`src/rtl/circuit_pkg.sv`:
```
// Shared field layouts for the element table, nodeHeads and nodeToElement RAMs,
// plus the list-builder state encoding and small word-assembly helpers.
package circuit_pkg;

  localparam int BUILT    = 63;
  localparam int SAVED_HI = 51;
  localparam int SAVED_LO = 47;
  localparam int HEAD_HI  = 46;
  localparam int HEAD_LO  = 42;
  localparam int EQN_HI   = 41;
  localparam int EQN_LO   = 37;
  localparam int REF_HI   = 36;
  localparam int REF_LO   = 32;

  localparam int EOL      = 63;
  localparam int NEXT_HI  = 62;
  localparam int NEXT_LO  = 58;
  localparam int SIGN     = 44;
  localparam int OTHER_HI = 43;
  localparam int OTHER_LO = 39;
  localparam int THIS_HI  = 38;
  localparam int THIS_LO  = 34;
  localparam int TYPE_HI  = 33;
  localparam int TYPE_LO  = 32;
  localparam int VALUE_HI = 31;
  localparam int VALUE_LO = 0;

  localparam int EL_A_HI    = 43;
  localparam int EL_A_LO    = 39;
  localparam int EL_B_HI    = 38;
  localparam int EL_B_LO    = 34;
  localparam int EL_TYPE_HI = 33;
  localparam int EL_TYPE_LO = 32;
  localparam int EL_VAL_HI  = 31;
  localparam int EL_VAL_LO  = 0;

  typedef enum logic [1:0] {VSRC = 2'd0, RES = 2'd1, ISRC = 2'd2} elem_type_e;

  typedef enum logic [2:0] {
    S_IDLE, S_CLEAR, S_FETCH, S_HEAD_RD, S_LINK, S_HEAD_WR, S_NEXT, S_DONE
  } state_e;

  function automatic logic [4:0] max3(input logic [4:0] x, input logic [4:0] y,
                                      input logic [4:0] z);
    logic [4:0] m;
    m = (x > y) ? x : y;
    return (m > z) ? m : z;
  endfunction

  function automatic logic [63:0] entry_word(input logic eol, input logic [4:0] nxt,
                                             input logic sign, input logic [4:0] other,
                                             input logic [4:0] this_node,
                                             input logic [1:0] etype,
                                             input logic [31:0] value);
    logic [63:0] w;
    w = '0;
    w[EOL] = eol;
    w[NEXT_HI:NEXT_LO] = nxt;
    w[SIGN] = sign;
    w[OTHER_HI:OTHER_LO] = other;
    w[THIS_HI:THIS_LO] = this_node;
    w[TYPE_HI:TYPE_LO] = etype;
    w[VALUE_HI:VALUE_LO] = value;
    return w;
  endfunction

  // The search-side fields (eqn index, ref node, voltage) are carried through untouched.
  function automatic logic [63:0] head_word(input logic [63:0] old, input logic [4:0] entry);
    logic [63:0] w;
    w = old;
    w[BUILT] = 1'b1;
    w[SAVED_HI:SAVED_LO] = '0;
    w[HEAD_HI:HEAD_LO] = entry;
    return w;
  endfunction

endpackage

```
`src/rtl/build_node_lists_ram_wait_counter.sv`:
```
// Reloadable RAM_LAT down-counter: load in the cycle the read address is first
// presented, data_valid is high in the cycle the RAM data is usable.
module ram_wait_counter #(
  parameter int RAM_LAT = 2
) (
  input  logic clk,
  input  logic resetn,
  input  logic load,
  output logic data_valid
);

  localparam int CW = $clog2(RAM_LAT + 1);

  logic [CW-1:0] cnt;

  always_ff @(posedge clk or negedge resetn) begin
    if (!resetn)
      cnt <= '0;
    else if (load)
      cnt <= CW'(RAM_LAT);
    else if (cnt != '0)
      cnt <= cnt - CW'(1);
  end

  assign data_valid = (cnt == CW'(1));

endmodule

```
`src/rtl/build_node_lists.sv`:
```
// Builds one head-inserted list of incident-element entries per circuit node.
// Latency: 32 + numElements*(2*RAM_LAT + K) + 2 cycles with K = RAM_LAT + 8 (10 at RAM_LAT=2).
module build_node_lists
  import circuit_pkg::*;
#(
  parameter int RAM_LAT  = 2,
  parameter int MAX_ELEM = 16
) (
  input  logic        clk,
  input  logic        resetn,
  input  logic        start,
  output logic        busy,
  output logic        done,
  output logic        error,
  input  logic [4:0]  numElements,
  output logic [3:0]  element_addr,
  input  logic [43:0] element_out,
  output logic [4:0]  nodeHeads_addr,
  output logic [63:0] nodeHeads_data,
  output logic        nodeHeads_wren,
  input  logic [63:0] nodeHeads_out,
  output logic [4:0]  nodeToElement_addr,
  output logic [63:0] nodeToElement_data,
  output logic        nodeToElement_wren,
  output logic [4:0]  num_nodes
);

  localparam logic [5:0] MAX_E = 6'(MAX_ELEM);

  state_e      state, state_nx;
  logic [3:0]  idx;
  logic [4:0]  clr_cnt;
  logic [4:0]  n_q;
  logic        term;
  logic        armed;
  logic [4:0]  node_a, node_b;
  elem_type_e  etype;
  logic [31:0] evalue;
  logic [63:0] head_q;
  logic        load, data_valid;
  logic        bad_count;
  logic        last_elem;
  logic [4:0]  this_node, other_node, entry;

  ram_wait_counter #(.RAM_LAT(RAM_LAT)) u_wait (
    .clk        (clk),
    .resetn     (resetn),
    .load       (load),
    .data_valid (data_valid)
  );

  assign bad_count  = (numElements == 5'd0) || ({1'b0, numElements} > MAX_E);
  assign last_elem  = (({1'b0, idx} + 5'd1) == n_q);
  assign this_node  = term ? node_b : node_a;
  assign other_node = term ? node_a : node_b;
  assign entry      = {idx, term};

  assign element_addr       = idx;
  assign nodeToElement_addr = entry;

  always_ff @(posedge clk or negedge resetn) begin
    if (!resetn)
      state <= S_IDLE;
    else
      state <= state_nx;
  end

  always_comb begin
    state_nx           = state;
    load               = 1'b0;
    busy               = 1'b0;
    done               = 1'b0;
    nodeHeads_addr     = '0;
    nodeHeads_data     = '0;
    nodeHeads_wren     = 1'b0;
    nodeToElement_data = '0;
    nodeToElement_wren = 1'b0;
    unique case (state)
      S_IDLE: begin
        if (start)
          state_nx = bad_count ? S_DONE : S_CLEAR;
      end
      S_CLEAR: begin
        busy           = 1'b1;
        nodeHeads_addr = clr_cnt;
        nodeHeads_wren = 1'b1;
        if (clr_cnt == 5'd31)
          state_nx = S_FETCH;
      end
      S_FETCH: begin
        busy = 1'b1;
        load = !armed;
        if (armed && data_valid)
          state_nx = S_HEAD_RD;
      end
      S_HEAD_RD: begin
        busy           = 1'b1;
        nodeHeads_addr = this_node;
        load           = !armed;
        if (armed && data_valid)
          state_nx = S_LINK;
      end
      S_LINK: begin
        busy               = 1'b1;
        nodeHeads_addr     = this_node;
        nodeToElement_data = entry_word(!head_q[BUILT],
                                        head_q[BUILT] ? head_q[HEAD_HI:HEAD_LO] : 5'd0,
                                        term, other_node, this_node, etype, evalue);
        nodeToElement_wren = 1'b1;
        state_nx           = S_HEAD_WR;
      end
      S_HEAD_WR: begin
        busy           = 1'b1;
        nodeHeads_addr = this_node;
        nodeHeads_data = head_word(head_q, entry);
        nodeHeads_wren = 1'b1;
        // Re-reading after this write lets a self-loop see its own first entry.
        state_nx       = term ? S_NEXT : S_HEAD_RD;
      end
      S_NEXT: begin
        busy     = 1'b1;
        state_nx = last_elem ? S_DONE : S_FETCH;
      end
      S_DONE: begin
        done     = 1'b1;
        state_nx = S_IDLE;
      end
      default: state_nx = S_IDLE;
    endcase
  end

  always_ff @(posedge clk or negedge resetn) begin
    if (!resetn) begin
      idx       <= '0;
      clr_cnt   <= '0;
      n_q       <= '0;
      term      <= 1'b0;
      armed     <= 1'b0;
      node_a    <= '0;
      node_b    <= '0;
      etype     <= VSRC;
      evalue    <= '0;
      head_q    <= '0;
      num_nodes <= '0;
      error     <= 1'b0;
    end else begin
      unique case (state)
        S_IDLE: begin
          if (start) begin
            n_q     <= numElements;
            error   <= bad_count;
            idx     <= '0;
            clr_cnt <= '0;
            term    <= 1'b0;
            armed   <= 1'b0;
            if (!bad_count)
              num_nodes <= '0;
          end
        end
        S_CLEAR: clr_cnt <= clr_cnt + 5'd1;
        S_FETCH: begin
          if (!armed)
            armed <= 1'b1;
          else if (data_valid) begin
            armed     <= 1'b0;
            term      <= 1'b0;
            node_a    <= element_out[EL_A_HI:EL_A_LO];
            node_b    <= element_out[EL_B_HI:EL_B_LO];
            etype     <= elem_type_e'(element_out[EL_TYPE_HI:EL_TYPE_LO]);
            evalue    <= element_out[EL_VAL_HI:EL_VAL_LO];
            num_nodes <= max3(num_nodes, element_out[EL_A_HI:EL_A_LO],
                              element_out[EL_B_HI:EL_B_LO]);
          end
        end
        S_HEAD_RD: begin
          if (!armed)
            armed <= 1'b1;
          else if (data_valid) begin
            armed  <= 1'b0;
            head_q <= nodeHeads_out;
          end
        end
        S_HEAD_WR: if (!term) term <= 1'b1;
        S_NEXT: if (!last_elem) idx <= idx + 4'd1;
        default: ;
      endcase
    end
  end

endmodule

```
`config.mk`:
```
export PLATFORM = sky130hd
export DESIGN_NAME = build_node_lists
export DESIGN_NICKNAME = d
export VERILOG_FILES = /design/src/rtl/circuit_pkg.sv /design/src/rtl/build_node_lists_ram_wait_counter.sv /design/src/rtl/build_node_lists.sv
export SDC_FILE = /design/constraint.sdc
export NUM_CORES = 1
export LEC_CHECK = 0
export BUFFER_PORTS_ARGS = -buffer_cell sky130_fd_sc_hd__buf_2
export CAP_MARGIN = 20
export CELL_PAD_IN_SITES_DETAIL_PLACEMENT = 0
export CELL_PAD_IN_SITES_GLOBAL_PLACEMENT = 1
export CORE_MARGIN = 5
export CORE_UTILIZATION = 35
export DETAILED_ROUTE_END_ITERATION = 6
export MAX_ROUTING_LAYER = met4
export PLACE_DENSITY_LB_ADDON = 0.1
export SLEW_MARGIN = 25
export SYNTH_ARGS = -nofsm -noshare
export SYNTH_HDL_FRONTEND = slang
export SYNTH_HIERARCHICAL = 1
export SYNTH_SLANG_ARGS = --single-unit
```
`constraint.sdc`:
```
create_clock -name clk -period 3.9 [get_ports clk]
set_input_delay 0.39 -clock clk [delete_from_list [all_inputs] [get_ports clk]]
set_output_delay 0.39 -clock clk [all_outputs]
set_load 0.05 [all_outputs]
```
==> impl_summary.md, run 1 <==
CTS
Clock tree synthesis found a total of 130 sinks. Counting the buffers created by CTS gives 17. The worst-case clock buffer depth is 2.

The number of setup buffers added after CTS is 0. The post-cts repair resize count is 0. The root cell of the clock tree is clkbuf_16. The register clock-pin slew on the reported worst setup and hold paths is 60 ps. The clock latency on the worst-skew pair is 410 ps. The TritonCTS clock tree is done.

The count of hold buffers inserted by post-cts repair is 0. In this run the number of H-tree levels came out at 4.

Detailed routing
The remaining antenna violation count is 0. The average vias per placed instance is 4.78. The routed design has 19400 µm of wire.

The via count is 5702. For this run, the detailed router's first-pass iteration total came to 4. For this run, design rule violations remaining after detail routing come to 0. The wire length per cell is 16.2 µm. The iteration-0 DRC count of the detailed router is 199.

Finish
The area growth from synthesis to layout is 29.7%. Leaving out fill and tap cells, the most frequent cell in the layout is buf_2. The top cell types in the final layout, fill and taps aside, are buf_2 (243), nand2_1 (160), dfrtp_1 (129). The number of cells in the finished layout apart from fillers is 1192. After the last flow step, the layout net total stands at 1043.

The share of final-layout standard cells stronger than drive strength 1 is 0.387. The fraction of the core area covered by cells at the end of the flow is 0.463.

Pwr
Total power for the finished layout comes to 3430 µW. The maximum vdd drop is 0.000300 V. The total power density per cell area is 393 nW/µm². The leakage power figure is 0.00490 µW.

Worst hold path
The class of the most critical hold timing path is input port to asynchronous set/reset pin.

GRT
The first-pass GRT wire length is 31000 µm. The number of global-route vias before repair is 5985. After global routing the overflow that remains totals 0. The number of antenna violations at the first check in global routing is 7.

The global router's overall resource usage is 0.180. The maximum number of pins on one net before global-route repair is 81.

Floorplanning
The die covers 22100 µm². The initial utilization of the core area, before any placement, comes to 0.357. After floorplanning, the core was sized to cover 18800 µm². During I/O placement, the number of pins put on the boundary was 268. The die width is 149 µm.

The number of placement rows is 50. The die is 149 µm tall.

Logic synthesis
The number of warnings issued by yosys is 6. The number of register bits inferred by synthesis is 130. The share of synthesized area occupied by flip-flops and latches is 0.483. The combinational family with the most area after synthesis is simple AND/OR/NAND/NOR gates.

The biggest area consumer among synthesized cells is dfrtp_1. The parity-gate share of the synthesized area counting xor and xnor cells is 0.0104. The average cell area after synthesis is 9.72 µm². The area fraction in compound gates after synthesis is 0.0537. The synthesized design contains 0 enable-type register cells. After synthesis, the netlist uses 47 different library cells.

Of the total synthesized cell area, the portion taken by full adders, half adders and majority gates is 0.0294. The instance count of the mapped netlist is 692. The top-area cell type share of the netlist area is 0.483. Sorting the synthesized cells by area gives the leading types as dfrtp_1 (48%), mux2_2 (11%), and3_1 (9.4%). The prevailing post-synth register cell is dfrtp_1. Of the total synthesized cell area, the portion taken by AND, OR, NAND and NOR gates is 0.226. The mapped cell area is 6730 µm². The async set-reset flop share out of synthesis is 1.00. The portion of synthesized area spent on multiplexers is 0.133.

STA
Timing would allow up to 319 MHz. The slack of the critical path is 761 ps. The final clock skew is 7.84 ps. Dividing the final minimum period by the clock period gives 0.805. The final setup TNS is 0 ps. The number of slew-limit violations in the final report came to 0. Setup repair after global routing left no endpoint under its margin. At the pin with the least slew margin, the transition time is 797 ps.

Setup violations remaining at the end of the flow were counted as 0. Subtracting the final worst setup slack from the clock period gives 3140 ps. The worst pin sits at a relative slew slack of 0.469.

The number of hold violations in the final report was 0.

Placement
The congestion estimate from routability-driven global placement came to 0.803. The count of input and output buffers is 244. In this run, placement finished with an instance count of 1153.

The pre-CTS worst setup slack is 621 ps. The wire-length estimate of the detail-placed layout is 13700 µm.

Critical path
The worst setup path is launched from a flop. The worst register-to-register path ends at num_nodes[2]$_DFFE_PN0P_. For the worst setup path, the data arrival time is 3410 ps.

The highest fanout seen on the critical path is 6. The critical path data required time is 4170 ps. The critical path endpoint category is a flop. Counting cells, the worst reg-to-reg path comes to 11.

Setup slack on the worst reg-to-reg path comes out at 760 ps. The reg-to-reg critical path startpoint is num_nodes[2]$_DFFE_PN0P_. The worst setup path category is flop to flop.

Outcome
The run finished with clean final reports.

Run
Across the run, the number of max-cap violations was 0.
==> worst max-delay path by stage <==
| stage | depth (start not counted) | from | slack, ps | endpoint |
|---|---|---|---|---|
| 2_1_floorplan | 11 | num_nodes[2]$_DFFE_PN0P_ | 770 | num_nodes[1]$_DFFE_PN0P_ |
| 3_3_place_gp | 13 | element_out[41] | 690 | num_nodes[1]$_DFFE_PN0P_ |
| 3_5_place_dp | 13 | element_out[41] | 620 | num_nodes[1]$_DFFE_PN0P_ |
| 4_1_cts | 11 | num_nodes[2]$_DFFE_PN0P_ | 750 | num_nodes[1]$_DFFE_PN0P_ |
| 5_1_grt | 11 | num_nodes[3]$_DFFE_PN0P_ | 540 | num_nodes[3]$_DFFE_PN0P_ |
| 6_report | 11 | num_nodes[2]$_DFFE_PN0P_ | 760 | num_nodes[2]$_DFFE_PN0P_ |
==> cells by family (layout without fill, tap and decap cells) <==
family / count (synthesis) / count (layout)
other: 1 / 25
AOI/OAI and AO/OA: 54 / 54
xor gates and xnor gates: 8 / 8
buffers and inverters: 84 / 300
DFF: 130 / 130
muxes: 81 / 81
adders and majority gates: 16 / 16
and+or+nand+nor: 318 / 318
==> cell usage after synthesis, drive strengths merged, types with 2 or more instances <==
| library cell | count |
|---|---|
| ha | 15 |
| nand3b | 2 |
| nand2 | 161 |
| mux2 | 65 |
| mux2i | 16 |
| dfrtp | 130 |
| buf | 42 |
| and3 | 101 |
| nand2b | 8 |
| a22o | 4 |
| nand3 | 5 |
| xor2 | 2 |
| xnor2 | 6 |
| o21ai | 28 |
| a32oi | 2 |
| nor2b | 3 |
| and2 | 2 |
| a21o | 2 |
| inv | 16 |
| nor2 | 28 |
| a21oi | 6 |
| o22ai | 2 |
| nor3 | 3 |
| clkbuf | 26 |
| a311oi | 2 |
==> metrics by stage <==
stage               cell area, µm²  hold WS, ps
global placement              8060          449
detailed placement            8060          456
CTS                           8700         55.4
floorplan                     6790         94.4
finish                        8720         34.3
global route                  8720          109
==> flip-flops by register name, indices dropped and copies added (netlist names) <==
register,cells
state,3
n_q,5
node_b,5
armed,1
node_a,5
term,1
u_wait/cnt,2
clr_cnt,5
etype,2
evalue,32
element_addr,4
num_nodes,5
head_q,59
error,1
==> where the power goes <==
group | internal (µW) | leakage, µW | switching [µW] | total [µW]
Sequential | 1390 | 0.00141 | 20.5 | 1410
Combinational | 120 | 0.00318 | 175 | 295
Clock | 1100 | 0.000309 | 625 | 1720
==> worst max-delay path, stage by stage, from the launching register on <==
cell and delay [ps]:
dfrtp_1 410, ha_1 320, nand4_1 200, nor2_2 70
o32ai_4 390, mux2_2 400, ha_1 290, a21oi_1 140
o22ai_1 90, o22ai_2 360, mux2i_1 250, o21ai_1 70
==> area by class of cell <==
cell class / count / area [µm²]
Fill cell: 1833 / 10100
Sequential cell: 130 / 3250
Tap cell: 260 / 325
Multi-Input combinational cell: 495 / 3130
Clock buffer: 19 / 443
Clock inverter: 13 / 198
Antenna cell: 7 / 17.5
Inverter: 16 / 60.1
Timing Repair Buffer: 252 / 1300
==> metal layers <==
layer,wire length (µm),track usage,up-vias,share of wire
li1,-,-,2750,-
met1,8270,0.218,2714,0.43
met2,8950,0.277,203,0.46
met3,1580,0.0603,35,0.082
met4,553,0.0734,0,0.029
met5,0,-,-,0
(Power assumes the default switching activity.)
==> run 2, diff against run 1 <==
Clock period 3.9 ns to 3.2 ns, I/O delays scaled along.
==> impl_summary.md, run 2 (synthesized netlist as in run 1, its figures left out) <==
Floorplanning
The number of placement rows is 50 (unchanged). The number of top-level design ports was 268 (unchanged). The starting density of the core is 0.357 (unchanged). The die width is 149 µm (unchanged). The total die area is 22100 µm² (unchanged).

The core region area is 18800 µm² (unchanged). The chip height is 149 µm (unchanged).

Critical path
The critical path data required time is 3470 ps (-700 ps). The highest fanout seen on the critical path is 5 (-1). The critical path data arrival time is 3340 ps (-70 ps). The worst setup path category is flop to flop. The path depth of the worst reg2reg path is 13 (+2). STA classifies the critical path endpoint as a flop.

STA classifies the critical path startpoint as a flop.

Detailed routing
The remaining antenna violation count is 0 (unchanged). The average vias per placed instance is 4.80 (+0.35%). The iteration-0 DRC count of the detailed router came to 215 (+8.0%).

The wire length per cell is 16.2 µm (-0.27%). The count of unresolved DRC violations after routing is 0 (unchanged). The total wire length after detailed routing is 19400 µm (+0.23%). The via count is 5751 (+0.86%).

The number of iterations in the first detailed-routing pass was 6 (+2).

STA
The fmax is 326 MHz (+2.2%). The slack of the critical path is 130 ps (-631 ps). The worst max-slew margin expressed relative to the limit is 0.475 (+0.00641). Setup repair after global routing left no endpoint under its margin. The shortest clock period the worst path allows after layout is 3070 ps (-68.6 ps). The number of slew-limit violations in the final report was 0 (unchanged).

The number of endpoints failing setup at the final stage is 0 (unchanged). The number of hold violations in the final report is 0 (unchanged). The final clock skew is 13.9 ps (+6.07 ps). The transition time at the pin with the least slew margin was 787 ps (-9.61 ps). The post-route fraction of the period consumed by the critical path came to 0.959 (+0.155).

Pwr
The leakage power figure is 0.00495 µW (+0.99%). The total power consumption of the routed design is 4240 µW (+24%). The maximum vdd drop is 0.000378 V (+26%). The total power density per cell area came to 477 nW/µm² (+22%).

CTS
The number of levels the H-tree was split into is 4 (unchanged). The clock buffer count from CTS is 17 (unchanged). The root cell of the clock tree is clkbuf_16. The worst-case clock buffer depth came to 2 (unchanged). The register clock-pin slew on the reported worst setup and hold paths was 60 ps (about the same). TritonCTS built the clock tree. The number of clock sinks is 130 (unchanged). The clock latency on the worst-skew pair is 420 ps (about the same).

Finish
The library cell used most frequently in the layout, excluding fill and tap cells, is buf_2. The top cell types in the final layout, fill and taps aside, are buf_2 (243), nand2_1 (160), dfrtp_1 (129). Relative to the synthesized area, the layout overhead comes to 32.1%.

The share of final-layout standard cells stronger than drive strength 1 is 0.402 (+0.0153). Ranked by flip-flop count, first place goes to head_q. The largest registers in the layout are head_q: 59 flops, evalue: 32 flops. The number of flip-flops under the largest register name is 59 (unchanged). The number of nets in the layout is 1051 (+0.77%).

Placement
The pre-CTS worst setup slack was -43.4 ps (-664 ps). The half-perimeter wire length after placement is 13600 µm (-0.32%). The count of input and output buffers is 244 (unchanged). The routability congestion estimate from global placement came to 0.807 (+0.55%).

GRT
The global router's overall resource usage is 0.177 (-0.00287). The number of global-route vias before repair came to 5937 (-0.80%). The maximum number of pins on one net before global-route repair is 83 (+2.5%). The first-pass GRT wire length is 30500 µm (-1.7%). The number of antenna violations at the first check in global routing came to 4 (-3).

The remaining global-route overflow is 0 (unchanged).

Run
The total of max-cap violations was 0 (unchanged).

Outcome
The flow ran to the end, and the final reports show no timing, DRC or antenna violations.

Worst hold path
The class of the most critical hold timing path is input port to flop. The count of cells along the worst hold path is 3.
[run 2: where the power goes]
part	total [µW]	switching, µW	internal [µW]
logic	444	244	200
clock network	2080	738	1340
registers	1720	25.8	1690
[run 2: metrics by stage]
stage | instance area [µm²] | util | cells | setup TNS, ps | hold WS [ps]
floorplan | 6790 | - | 709 | 0 | 24.4
finish | 8890 | 0.472 | 1198 | 0 | 85.5
detailed placement | 8080 | 0.429 | 1155 | -111 | 438
CTS | 8720 | 0.463 | 1187 | 0 | 72.5
global placement | 8080 | 0.429 | 1155 | 0 | 423
global route | 8880 | 0.472 | 1196 | 0 | 74.1
[run 2: layer usage]
layer  track usage  vias up  wire [µm]
met5             -        -          0
met4        0.0554        0        340
met3        0.0582       20       1570
met2         0.280      201       9110
met1         0.217     2760       8380
li1              -     2770          -
[run 2: path summary, 6_finish.rpt]
path                                                  to                startpoint  slack, ps
max in group asynchronous         evalue[31]$_DFFE_PN0P_                    resetn       1900
worst min register to register    evalue[31]$_DFFE_PN0P_    evalue[31]$_DFFE_PN0P_        470
worst max-delay path            num_nodes[0]$_DFFE_PN0P_  num_nodes[2]$_DFFE_PN0P_        130
worst min-delay path              evalue[23]$_DFFE_PN0P_           element_out[23]         90
min in group asynchronous             n_q[0]$_DFFE_PN0P_                    resetn        530
worst max register to register  num_nodes[0]$_DFFE_PN0P_  num_nodes[2]$_DFFE_PN0P_        130
[run 2: what timing repair did]
action	in CTS	in global routing
setup endpoints to repair	0	5
hold buffers	1	0
setup buffers	0	5
gates resized for setup	0	16
hold endpoints to repair	14	0
[run 2: layout make-up]
| type | count | area (µm²) |
|---|---|---|
| Clock buffer | 19 | 453 |
| Antenna cell | 6 | 15.0 |
| Clock inverter | 12 | 183 |
| Multi-Input combinational cell | 495 | 3230 |
| Tap cell | 260 | 325 |
| Inverter | 16 | 60.1 |
| Sequential cell | 130 | 3250 |
| Timing Repair Buffer | 260 | 1370 |
| Fill cell | 1841 | 9940 |
[run 2: worst max-delay path, stage by stage, from the launching register on]
cell,delay [ps]
dfrtp_1,430
ha_4,240
a211oi_2,230
nor2_2,80
o32ai_4,340
buf_6,170
mux2_4,320
ha_4,280
nand3_2,110
o22ai_2,150
o22ai_4,140
buf_4,150
a32oi_1,180
o31ai_1,100
